File: config.mk
export PLATFORM = sky130hd
export DESIGN_NAME = axi_lite_mem_arbiter_flat
export DESIGN_NICKNAME = d
export VERILOG_FILES = /design/src/rtl/axi_lite_mem_arbiter_pkg.sv /design/src/rtl/axi_lite_mem_arbiter_if.sv /design/src/rtl/axi_lite_mem_arbiter_arb_watchdog.sv /design/src/rtl/axi_lite_mem_arbiter.sv /design/src/flat_wrapper.sv
export SDC_FILE = /design/constraint.sdc
export NUM_CORES = 1
export LEC_CHECK = 0
export CAP_MARGIN = 20
export CORE_MARGIN = 8
export CORE_UTILIZATION = 46
export CTS_BUF_LIST = sky130_fd_sc_hd__clkbuf_8
export DETAILED_ROUTE_END_ITERATION = 8
export PLACE_DENSITY = 0.73
export SYNTH_ARGS = -nofsm -noshare
export SYNTH_HDL_FRONTEND = slang
export SYNTH_SLANG_ARGS = --single-unit
File: constraint.sdc
create_clock -name clk -period 1.5 [get_ports clk]
set_input_delay 0.3 -clock clk [delete_from_list [all_inputs] [get_ports clk]]
set_output_delay 0.3 -clock clk [all_outputs]
set_load 0.005 [all_outputs]
File: src/rtl/axi_lite_mem_arbiter_pkg.sv
// Shared types and constants for the SRAM AXI-lite arbiter: grant encodings,
// the arbiter state enum and the state-to-grant decode.
package axi_lite_mem_arbiter_pkg;

    localparam int NUM_ARB_MASTERS = 2;

    localparam logic [NUM_ARB_MASTERS-1:0] EMPTY_GRANT   = 2'b00;
    localparam logic [NUM_ARB_MASTERS-1:0] INSTMEM_GRANT = 2'b01;
    localparam logic [NUM_ARB_MASTERS-1:0] DATAMEM_GRANT = 2'b10;

    typedef enum logic [1:0] {
        IDLE = 2'd0,
        I_RD = 2'd1,
        D_RD = 2'd2,
        D_WR = 2'd3
    } arb_state_e;

    function automatic logic [NUM_ARB_MASTERS-1:0] grant_of(arb_state_e s);
        case (s)
            I_RD:       return INSTMEM_GRANT;
            D_RD, D_WR: return DATAMEM_GRANT;
            default:    return EMPTY_GRANT;
        endcase
    endfunction

endpackage

File: src/rtl/axi_lite_mem_arbiter_if.sv
// Request/handshake and grant signals between the I/D masters, the SRAM slave
// and the arbiter. The arbiter connects through the slave modport.
interface axi_lite_mem_arbiter_if;
    import axi_lite_mem_arbiter_pkg::*;

    logic                       i_arvalid;
    logic                       d_arvalid;
    logic                       d_awvalid;
    logic                       d_wvalid;
    logic                       rvalid;
    logic                       i_rready;
    logic                       d_rready;
    logic                       bvalid;
    logic                       d_bready;
    logic [NUM_ARB_MASTERS-1:0] grant;
    logic                       busy;
    logic                       timeout;

    modport master (
        output i_arvalid, d_arvalid, d_awvalid, d_wvalid,
        output rvalid, i_rready, d_rready, bvalid, d_bready,
        input  grant, busy, timeout
    );

    modport slave (
        input  i_arvalid, d_arvalid, d_awvalid, d_wvalid,
        input  rvalid, i_rready, d_rready, bvalid, d_bready,
        output grant, busy, timeout
    );

endinterface

File: src/rtl/axi_lite_mem_arbiter_arb_watchdog.sv
// Grant-hold watchdog: counts busy cycles and flags expiry on the last allowed
// cycle; the timeout pulse is suppressed when the transaction completes then.
module arb_watchdog #(
    parameter int TIMEOUT_CYCLES = 256,
    parameter int TO_CNT_W       = 9
) (
    input  logic clk,
    input  logic rst,
    input  logic active,
    input  logic done,
    output logic expire,
    output logic timeout
);

    localparam logic [TO_CNT_W-1:0] LAST = TO_CNT_W'(TIMEOUT_CYCLES - 1);

    logic [TO_CNT_W-1:0] cnt;

    assign expire = active && (cnt == LAST);

    // Cleared while idle so every grant starts counting from zero; holds at LAST.
    always_ff @(posedge clk) begin
        if (rst) begin
            cnt     <= '0;
            timeout <= 1'b0;
        end else begin
            timeout <= expire && !done;
            if (!active)
                cnt <= '0;
            else if (cnt != LAST)
                cnt <= cnt + TO_CNT_W'(1);
        end
    end

endmodule

File: src/rtl/axi_lite_mem_arbiter.sv
// Two-master (I fetch / D load-store) arbiter for the SRAM AXI-lite slave.
// Define ARB_RR_EN for round-robin I/D arbitration; default is fixed D-over-I.
module axi_lite_mem_arbiter
    import axi_lite_mem_arbiter_pkg::*;
#(
    parameter int TIMEOUT_CYCLES = 256,
    parameter int TO_CNT_W       = 9
) (
    input logic                  clk,
    input logic                  rst,
    axi_lite_mem_arbiter_if.slave bus
);

    arb_state_e state, nxt;
    logic       done, expire, d_req, wr_req, pick_d, in_txn;

    assign in_txn = (state != IDLE);
    assign d_req  = bus.d_arvalid || bus.d_awvalid;
    // A write opens on the address alone; wvalid never opens one by itself.
    assign wr_req = bus.d_awvalid || (bus.d_awvalid && bus.d_wvalid);

    always_comb begin
        done = 1'b0;
        case (state)
            I_RD:    done = bus.rvalid && bus.i_rready;
            D_RD:    done = bus.rvalid && bus.d_rready;
            D_WR:    done = bus.bvalid && bus.d_bready;
            default: done = 1'b0;
        endcase
    end

`ifdef ARB_RR_EN
    logic last_d;

    always_ff @(posedge clk) begin
        if (rst)
            last_d <= 1'b0;
        else if (state == IDLE && nxt != IDLE)
            last_d <= (nxt != I_RD);
    end

    assign pick_d = d_req && (!bus.i_arvalid || !last_d);
`else
    assign pick_d = d_req;
`endif

    always_comb begin
        nxt = state;
        case (state)
            IDLE: begin
                if (pick_d)
                    nxt = wr_req ? D_WR : D_RD;
                else if (bus.i_arvalid)
                    nxt = I_RD;
            end
            default: if (done || expire) nxt = IDLE;
        endcase
    end

    // Every release passes through IDLE, giving the one-cycle empty-grant bubble.
    always_ff @(posedge clk) begin
        if (rst) begin
            state     <= IDLE;
            bus.grant <= EMPTY_GRANT;
            bus.busy  <= 1'b0;
        end else begin
            state     <= nxt;
            bus.grant <= grant_of(nxt);
            bus.busy  <= (nxt != IDLE);
        end
    end

    generate
        if (TIMEOUT_CYCLES > 0) begin : g_wd
            arb_watchdog #(
                .TIMEOUT_CYCLES(TIMEOUT_CYCLES),
                .TO_CNT_W      (TO_CNT_W)
            ) u_wd (
                .clk    (clk),
                .rst    (rst),
                .active (in_txn),
                .done   (done),
                .expire (expire),
                .timeout(bus.timeout)
            );
        end else begin : g_no_wd
            assign expire      = 1'b0;
            assign bus.timeout = 1'b0;
        end
    endgenerate

endmodule
File: src/flat_wrapper.sv
// flat-port wrapper written by rule: the top's interface ports become plain ports
module axi_lite_mem_arbiter_flat import axi_lite_mem_arbiter_pkg::*;
#(
    parameter int TIMEOUT_CYCLES = 256,
    parameter int TO_CNT_W       = 9
)
  (clk, rst, bus_i_arvalid, bus_d_arvalid, bus_d_awvalid, bus_d_wvalid, bus_rvalid, bus_i_rready, bus_d_rready, bus_bvalid, bus_d_bready, bus_grant, bus_busy, bus_timeout);
  axi_lite_mem_arbiter_if bus_i ();
  input logic clk;
  input logic rst;
  input wire logic [$bits(bus_i.i_arvalid)-1:0] bus_i_arvalid;
  input wire logic [$bits(bus_i.d_arvalid)-1:0] bus_d_arvalid;
  input wire logic [$bits(bus_i.d_awvalid)-1:0] bus_d_awvalid;
  input wire logic [$bits(bus_i.d_wvalid)-1:0] bus_d_wvalid;
  input wire logic [$bits(bus_i.rvalid)-1:0] bus_rvalid;
  input wire logic [$bits(bus_i.i_rready)-1:0] bus_i_rready;
  input wire logic [$bits(bus_i.d_rready)-1:0] bus_d_rready;
  input wire logic [$bits(bus_i.bvalid)-1:0] bus_bvalid;
  input wire logic [$bits(bus_i.d_bready)-1:0] bus_d_bready;
  output wire logic [$bits(bus_i.grant)-1:0] bus_grant;
  output wire logic [$bits(bus_i.busy)-1:0] bus_busy;
  output wire logic [$bits(bus_i.timeout)-1:0] bus_timeout;
  assign bus_i.i_arvalid = bus_i_arvalid;
  assign bus_i.d_arvalid = bus_d_arvalid;
  assign bus_i.d_awvalid = bus_d_awvalid;
  assign bus_i.d_wvalid = bus_d_wvalid;
  assign bus_i.rvalid = bus_rvalid;
  assign bus_i.i_rready = bus_i_rready;
  assign bus_i.d_rready = bus_d_rready;
  assign bus_i.bvalid = bus_bvalid;
  assign bus_i.d_bready = bus_d_bready;
  assign bus_grant = bus_i.grant;
  assign bus_busy = bus_i.busy;
  assign bus_timeout = bus_i.timeout;
  axi_lite_mem_arbiter #(.TIMEOUT_CYCLES(TIMEOUT_CYCLES), .TO_CNT_W(TO_CNT_W)) u_core (.clk(clk), .rst(rst), .bus(bus_i));
endmodule
* Yosys cells after proc, flatten, opt, wreduce, memory -nomap -nowiden
Cells that the tools add are included.
** Word-level totals
- Register bits after elaboration :: 15
- Input bits :: 11
- Word-level logic and storage cells :: 37
** Operators by class
- Add/subtract/negate cells :: 1
- Equality and inequality tests :: 8
- Multiplexer cells :: 7
- Bitwise gates (word level) :: 1
- Reduce and logical (&&, ||, !) cells :: 15
** Operator list (count)
- $add A9 B1 Y9 const B :: 1
- $eq A9 B8 Y1 const B :: 1
- $ne A9 B8 Y1 const B :: 1
- $eq A2 B2 Y1 const B :: 4
- $mux W2 :: 4
- $logic_and A1 B1 Y1 :: 6
- $eq A2 B1 Y1 const B :: 2
- $pmux W2 S2 :: 1
- $reduce_bool A2 Y1 :: 2
- $reduce_or A2 Y1 :: 2
- $logic_or A1 B1 Y1 :: 3
- $pmux W1 S3 :: 1
- $logic_not A2 Y1 :: 1
- $logic_not A1 Y1 :: 1
- $mux W1 :: 1
- $not A1 Y1 :: 1

* Depth between registers and ports, before layout
- Word-level depth :: 8
- Gate-level depth with buffers :: 9
- Mapped depth without buffers :: 8

* By module
Synthesis repeated with hierarchy kept, for this count alone.
** Second synthesis, totals
- Cells, all modules :: 81
- Area total of the unflattened synthesis :: 759.5 sq um
** By module, submodules not included
- arb_watchdog :: times used 1, cells each 49, area each 459.2 sq um, sequential area each 200.2 sq um
- axi_lite_mem_arbiter :: times used 1, cells each 32, area each 300.3 sq um, sequential area each 100.1 sq um

* Least setup slack after synthesis
No wires, ideal clock.
- Kind :: register to register
- Start :: register u_core.g_wd.u_wd.cnt[0]
- End :: register u_core.bus.busy
- Arrival time :: 1.591 ns
- Path slack :: -0.220 ns
- Stages on the path, launching flop included :: 10
- Buffers on the path :: 1
- Period minus slack after synthesis :: 1.720 ns
- Cell sequence :: dfxtp_1 > ha_1 > nand2_1 > nor3_1 > ha_1 > buf_2 > nand2b_1 > a311oi_2 > o221ai_2 > o21ai_0
** On the way
- Word-level cells in the longest chain between the ends :: 6
** Ends and longest elaborated chain
- start: declaration :: line axi_lite_mem_arbiter_arb_watchdog.sv:17 : logic [TO_CNT_W-1:0] cnt;
- start signal: assignment :: line axi_lite_mem_arbiter_arb_watchdog.sv:31 : cnt <= cnt + TO_CNT_W'(1);
- $eq A9 B8 Y1 :: line axi_lite_mem_arbiter_arb_watchdog.sv:19 : assign expire = active && (cnt == LAST);
- $logic_and A1 B1 Y1 :: line axi_lite_mem_arbiter_arb_watchdog.sv:19
- $logic_or A1 B1 Y1 :: line axi_lite_mem_arbiter.sv:56 : default: if (done || expire) nxt = IDLE;
- $mux W2 :: line axi_lite_mem_arbiter.sv:56
- $mux W2 :: line axi_lite_mem_arbiter.sv:49 : case (state)
- $reduce_bool A2 Y1 :: line axi_lite_mem_arbiter.sv:69 : bus.busy <= (nxt != IDLE);
- end signal: assignment :: line axi_lite_mem_arbiter.sv:69
- end: declaration :: line axi_lite_mem_arbiter_if.sv:28 : output grant, busy, timeout
No other way between the ends.
A chain may end at the register's enable or synchronous reset.

* Final worst setup path
- Start :: register u_core.g_wd.u_wd.cnt[1]
- End :: register u_core.bus.grant[0]
** On the way
- Word-level cells in the longest chain between the ends :: 8
- Elaborated cells on any way between the ends :: 10
- Those cells by class :: 4 x eq/ne; 3 x mux; 3 x reduce/logical
** Ends and longest elaborated chain
- $eq A9 B8 Y1 * :: line axi_lite_mem_arbiter_arb_watchdog.sv:19
- $logic_and A1 B1 Y1 * :: line axi_lite_mem_arbiter_arb_watchdog.sv:19
- $logic_or A1 B1 Y1 * :: line axi_lite_mem_arbiter.sv:56
- $mux W2 * :: line axi_lite_mem_arbiter.sv:56
- $mux W2 * :: line axi_lite_mem_arbiter.sv:49
- $eq A2 B2 Y1 :: line axi_lite_mem_arbiter_pkg.sv:19 : case (s)
- $reduce_or A2 Y1 :: line axi_lite_mem_arbiter_pkg.sv:19
- $pmux W2 S2 * :: line axi_lite_mem_arbiter_pkg.sv:19
- end signal: assignment :: line axi_lite_mem_arbiter.sv:68 : bus.grant <= grant_of(nxt);
- end: declaration :: line axi_lite_mem_arbiter_if.sv:28
Every way passes the cells marked *; elsewhere a longest branch is shown, timed or not.

==> impl_table.tex <==
\begin{tabular}{lr}
\hline
Metric & Value \\
\hline
\multicolumn{2}{l}{\textbf{Global route}} \\
Global-route wire length before repair & 3008 um \\
Number of antenna violations at the first check in global routing & 0 \\
Maximum number of pins on one net before global-route repair & 11 \\
Total grt overflow & 0 \\
Global-route usage over all layers & 11.57\% \\
Number of global-route vias before repair & 711 \\
\multicolumn{2}{l}{\textbf{Die}} \\
Initial Utilization & 48.32\% \\
Die Height & 55.55 um \\
Die X & 55.55 um \\
Core Footprint & 1489 sq um \\
I/O pin cnt & 15 \\
Rows & 14 \\
Die outline area & 3085 sq um \\
\multicolumn{2}{l}{\textbf{Run status}} \\
Run status & finished with violations \\
Violations in the final reports & setup timing \\
\multicolumn{2}{l}{\textbf{Synth}} \\
EDFF count, synth & 0 \\
Leading cell type by number of instances after synthesis & sky130\_fd\_sc\_hd\_\_dfxtp\_1 \\
Primary FF master, synth & sky130\_fd\_sc\_hd\_\_dfxtp\_1 \\
Area of the mapped netlist & 719.4 sq um \\
Area leader, netlist & sky130\_fd\_sc\_hd\_\_dfxtp\_1 \\
Post-synth cell types & 25 \\
Most frequent cells after synthesis & sky130\_fd\_sc\_hd\_\_dfxtp\_1, sky130\_fd\_sc\_hd\_\_nor2\_1, sky130\_fd\_sc\_hd\_\_inv\_1 \\
Share of the yosys chip area belonging to registers & 41.74\% \\
Post-synth top area share & 41.74\% \\
Post-synth ARST share & 0\% \\
Post-synth net total & 95 \\
Avg Cell Area, Syn & 9.107 sq um \\
Largest cells by area after synthesis & sky130\_fd\_sc\_hd\_\_dfxtp\_1, sky130\_fd\_sc\_hd\_\_ha\_1, sky130\_fd\_sc\_hd\_\_nor2\_1 \\
Synth Instances & 79 \\
Warnings, synthesis & 0 \\
Number of synthesized register bits & 15 \\
\multicolumn{2}{l}{\textbf{Drt}} \\
DRC violations left & 0 \\
Post-route ant nets & 0 \\
Via count normalized by instance count & 5.213 \\
Post-DR wirelength/cell & 13.99 um \\
Total Wirelength & 1777 um \\
Number of vias after detailed routing & 662 \\
1st-iter DRT viols & 11 \\
Drt pass-1 iters & 4 \\
\multicolumn{2}{l}{\textbf{Power}} \\
Power consumption & 1066 uW \\
Sw power & 290.1 uW \\
Power Density & 924.5 nW/um\^{}2 \\
Static power due to leakage & 0.0005074 uW \\
Switching fraction of total power & 27.20\% \\
Combinational power share & 27.1\% \\
Share of power burned in registers & 42.4\% \\
Clock power frac & 30.5\% \\
VDD IR max & 646.2 uV \\
Internal Pwr Total & 776.4 uW \\
\multicolumn{2}{l}{\textbf{Clocking}} \\
Deepest clock path buffer count & 2 \\
Number of H-tree levels & 1 \\
Latest clock arrival within the worst-skew pair & 250 ps \\
Number of buffers created by CTS & 3 \\
Clock-pin slew on the worst setup and hold paths & 70 ps \\
Sinks on the clock net & 15 \\
Number of buffers inserted by hold repair at cts & 0 \\
CTS tree & yes \\
Clock root buffer & sky130\_fd\_sc\_hd\_\_clkbuf\_8 \\
\multicolumn{2}{l}{\textbf{Setup path}} \\
Largest driver fanout on the critical path & 6 \\
Kind of end point of the critical path & register \\
Worst path arrival time & 1720 ps \\
CP endpoint & u\_core.bus.grant[0]\$\_SDFF\_PP0\_ \\
Setup slack, reg-to-reg & -40 ps \\
Critical Path Source & u\_core.g\_wd.u\_wd.cnt[1]\$\_SDFFE\_PP0P\_ \\
Req. time, crit path & 1680 ps \\
Startpoint class of the critical path & register \\
Critical R2R Launch & u\_core.g\_wd.u\_wd.cnt[1]\$\_SDFFE\_PP0P\_ \\
Depth of the worst register-to-register path & 8 \\
Capturing point of the worst reg2reg path & u\_core.bus.grant[0]\$\_SDFF\_PP0\_ \\
Type of the worst setup path & register to register \\
\multicolumn{2}{l}{\textbf{Finish}} \\
Diode count & 0 \\
Syn-to-layout area delta & 60.35\% \\
Fraction of final layout cells with drive strength greater than 1 & 43.24\% \\
Design Area, Final & 1154 sq um \\
Number of nets in the final layout & 128 \\
\multicolumn{2}{l}{\textbf{Timing}} \\
Min Clock Period, post-route & 1540 ps \\
PnR worst setup slack & -39.69 ps \\
Worst-Margin Slew & 251.8 ps \\
Final period util & 102.6\% \\
Worst hold slack after final layout & 503.3 ps \\
Skew final & 7.492 ps \\
Unrepaired setup endpoints after global routing & yes \\
Max Transition Viols Final & 0 \\
Finish-stage setup viols & 2 \\
Sum of negative setup slack & -78.12 ps \\
Worst slew margin relative to its limit & 83.21\% \\
Number of hold violations in the final report & 0 \\
Fmax & 0.6495 GHz \\
\multicolumn{2}{l}{\textbf{Placed design}} \\
HPWL Detailed & 1270 um \\
GP Congestion & 0.7352 \\
Cell area after placement & 996.0 sq um \\
Number of buffers inserted by port buffering & 13 \\
\multicolumn{2}{l}{\textbf{Hold path}} \\
Min-delay worst type & register to register \\
\multicolumn{2}{l}{\textbf{Flow run}} \\
Max-cap violation count & 0 \\
\hline
\end{tabular}
==> cell usage in the layout (no fill, tap or decap) <==
master / count
sky130_fd_sc_hd__a21oi_1: 2
sky130_fd_sc_hd__a21oi_2: 1
sky130_fd_sc_hd__a311oi_2: 1
sky130_fd_sc_hd__a41oi_2: 1
sky130_fd_sc_hd__and3_1: 1
sky130_fd_sc_hd__buf_4: 17
sky130_fd_sc_hd__clkbuf_8: 3
sky130_fd_sc_hd__clkdlybuf4s50_1: 13
sky130_fd_sc_hd__clkinv_2: 1
sky130_fd_sc_hd__dfxtp_1: 8
sky130_fd_sc_hd__dfxtp_2: 7
sky130_fd_sc_hd__ha_2: 1
sky130_fd_sc_hd__ha_4: 4
sky130_fd_sc_hd__inv_1: 5
sky130_fd_sc_hd__inv_2: 1
sky130_fd_sc_hd__mux2_4: 1
sky130_fd_sc_hd__mux2i_1: 1
sky130_fd_sc_hd__nand2_1: 4
sky130_fd_sc_hd__nand2_4: 1
sky130_fd_sc_hd__nand2b_4: 1
sky130_fd_sc_hd__nand3_1: 3
sky130_fd_sc_hd__nand3_2: 1
sky130_fd_sc_hd__nand4b_4: 1
sky130_fd_sc_hd__nor2_1: 13
sky130_fd_sc_hd__nor2b_1: 3
sky130_fd_sc_hd__nor3_1: 1
sky130_fd_sc_hd__nor3_2: 2
sky130_fd_sc_hd__nor3_4: 1
sky130_fd_sc_hd__o21ai_0: 2
sky130_fd_sc_hd__o221ai_2: 1
sky130_fd_sc_hd__o31a_1: 1
sky130_fd_sc_hd__or2_2: 1
sky130_fd_sc_hd__or3_4: 1
sky130_fd_sc_hd__xnor2_1: 3
sky130_fd_sc_hd__xor2_1: 3
==> power by group through the flow <==
stage | Combinational (uW) | Clock [uW] | Sequential (uW)
2_1_floorplan | 119 | 0 | 465
3_3_place_gp | 245 | 0 | 453
3_5_place_dp | 257 | 0 | 455
4_1_cts | 281 | 320 | 446
5_1_grt | 316 | 349 | 455
6_report | 289 | 325 | 452
==> cells by family after synthesis <==
logic type,Yosys count,share of synthesized area (%)
AOI/OAI and AO/OA,9,10.09
adders and majority gates,5,8.696
DFF,15,41.74
buffers and inverters,8,4.346
and+or+nand+nor,34,24.35
muxes,2,3.478
xor gates and xnor gates,6,7.306
==> critical path, stage by stage, from the launching register on <==
cell	delay, ps
sky130_fd_sc_hd__dfxtp_2	330
sky130_fd_sc_hd__ha_4	160
sky130_fd_sc_hd__nand2_4	70
sky130_fd_sc_hd__nor3_4	40
sky130_fd_sc_hd__ha_4	180
sky130_fd_sc_hd__nand2b_4	140
sky130_fd_sc_hd__a311oi_2	230
sky130_fd_sc_hd__o221ai_2	160
sky130_fd_sc_hd__nor2b_1	160
==> sequential cells by signal (all words and copies together), names as in the netlist <==
register and flops:
u_core.bus.grant 2, u_core.state 2, u_core.g_wd.u_wd.cnt 9, u_core.bus.busy 1, u_core.g_wd.u_wd.timeout 1
==> worst min path at each step <==
stage,startpoint,end,slack (ps),depth (start not counted)
2_1_floorplan,rst,u_core.bus.grant[1]$_SDFF_PP0_,370,1
3_3_place_gp,u_core.g_wd.u_wd.cnt[8]$_SDFFE_PP0P_,u_core.g_wd.u_wd.cnt[8]$_SDFFE_PP0P_,470,2
3_5_place_dp,u_core.g_wd.u_wd.cnt[8]$_SDFFE_PP0P_,u_core.g_wd.u_wd.cnt[8]$_SDFFE_PP0P_,480,2
4_1_cts,u_core.g_wd.u_wd.cnt[8]$_SDFFE_PP0P_,u_core.g_wd.u_wd.cnt[8]$_SDFFE_PP0P_,500,2
5_1_grt,u_core.g_wd.u_wd.cnt[8]$_SDFFE_PP0P_,u_core.g_wd.u_wd.cnt[8]$_SDFFE_PP0P_,530,2
6_report,u_core.g_wd.u_wd.cnt[8]$_SDFFE_PP0P_,u_core.g_wd.u_wd.cnt[8]$_SDFFE_PP0P_,500,2
==> stage by stage <==
| stage | std cells | worst slack, ps | util [%] |
|---|---|---|---|
| final | 127 | -39.69 | 77.48 |
| after global routing | 127 | -130.9 | 77.48 |
| after CTS | 125 | -52.46 | 74.20 |
| after detailed placement | 119 | -164.9 | 66.89 |
| after global placement | 119 | -94.37 | 66.89 |
| after floorplan | 79 | -87.65 | - |
==> routing by layer <==
layer	share of wire, %	track usage (%)	vias up
li1	-	-	330
met1	41	12.11	310
met2	54	21.31	18
met3	2.1	1.598	4
met4	2.7	6.338	0
met5	0	0	-
==> cell type report <==
cell class | count | area, sq um
clock buffers | 3 | 41.29
clock inverters | 1 | 5.005
fillers | 105 | 335.3
inverters | 6 | 22.52
multi-input cells | 56 | 498.0
flip-flops and latches | 15 | 309.0
well taps | 16 | 20.02
repair buffers | 30 | 257.7
==> timing repair <==
action                     4_1_cts  5_1_grt
setup buffers                    2        2
pin swaps                        4        4
gates resized for setup          7       11
setup endpoints to repair       10        9
Power figures use the tool's default switching activity.
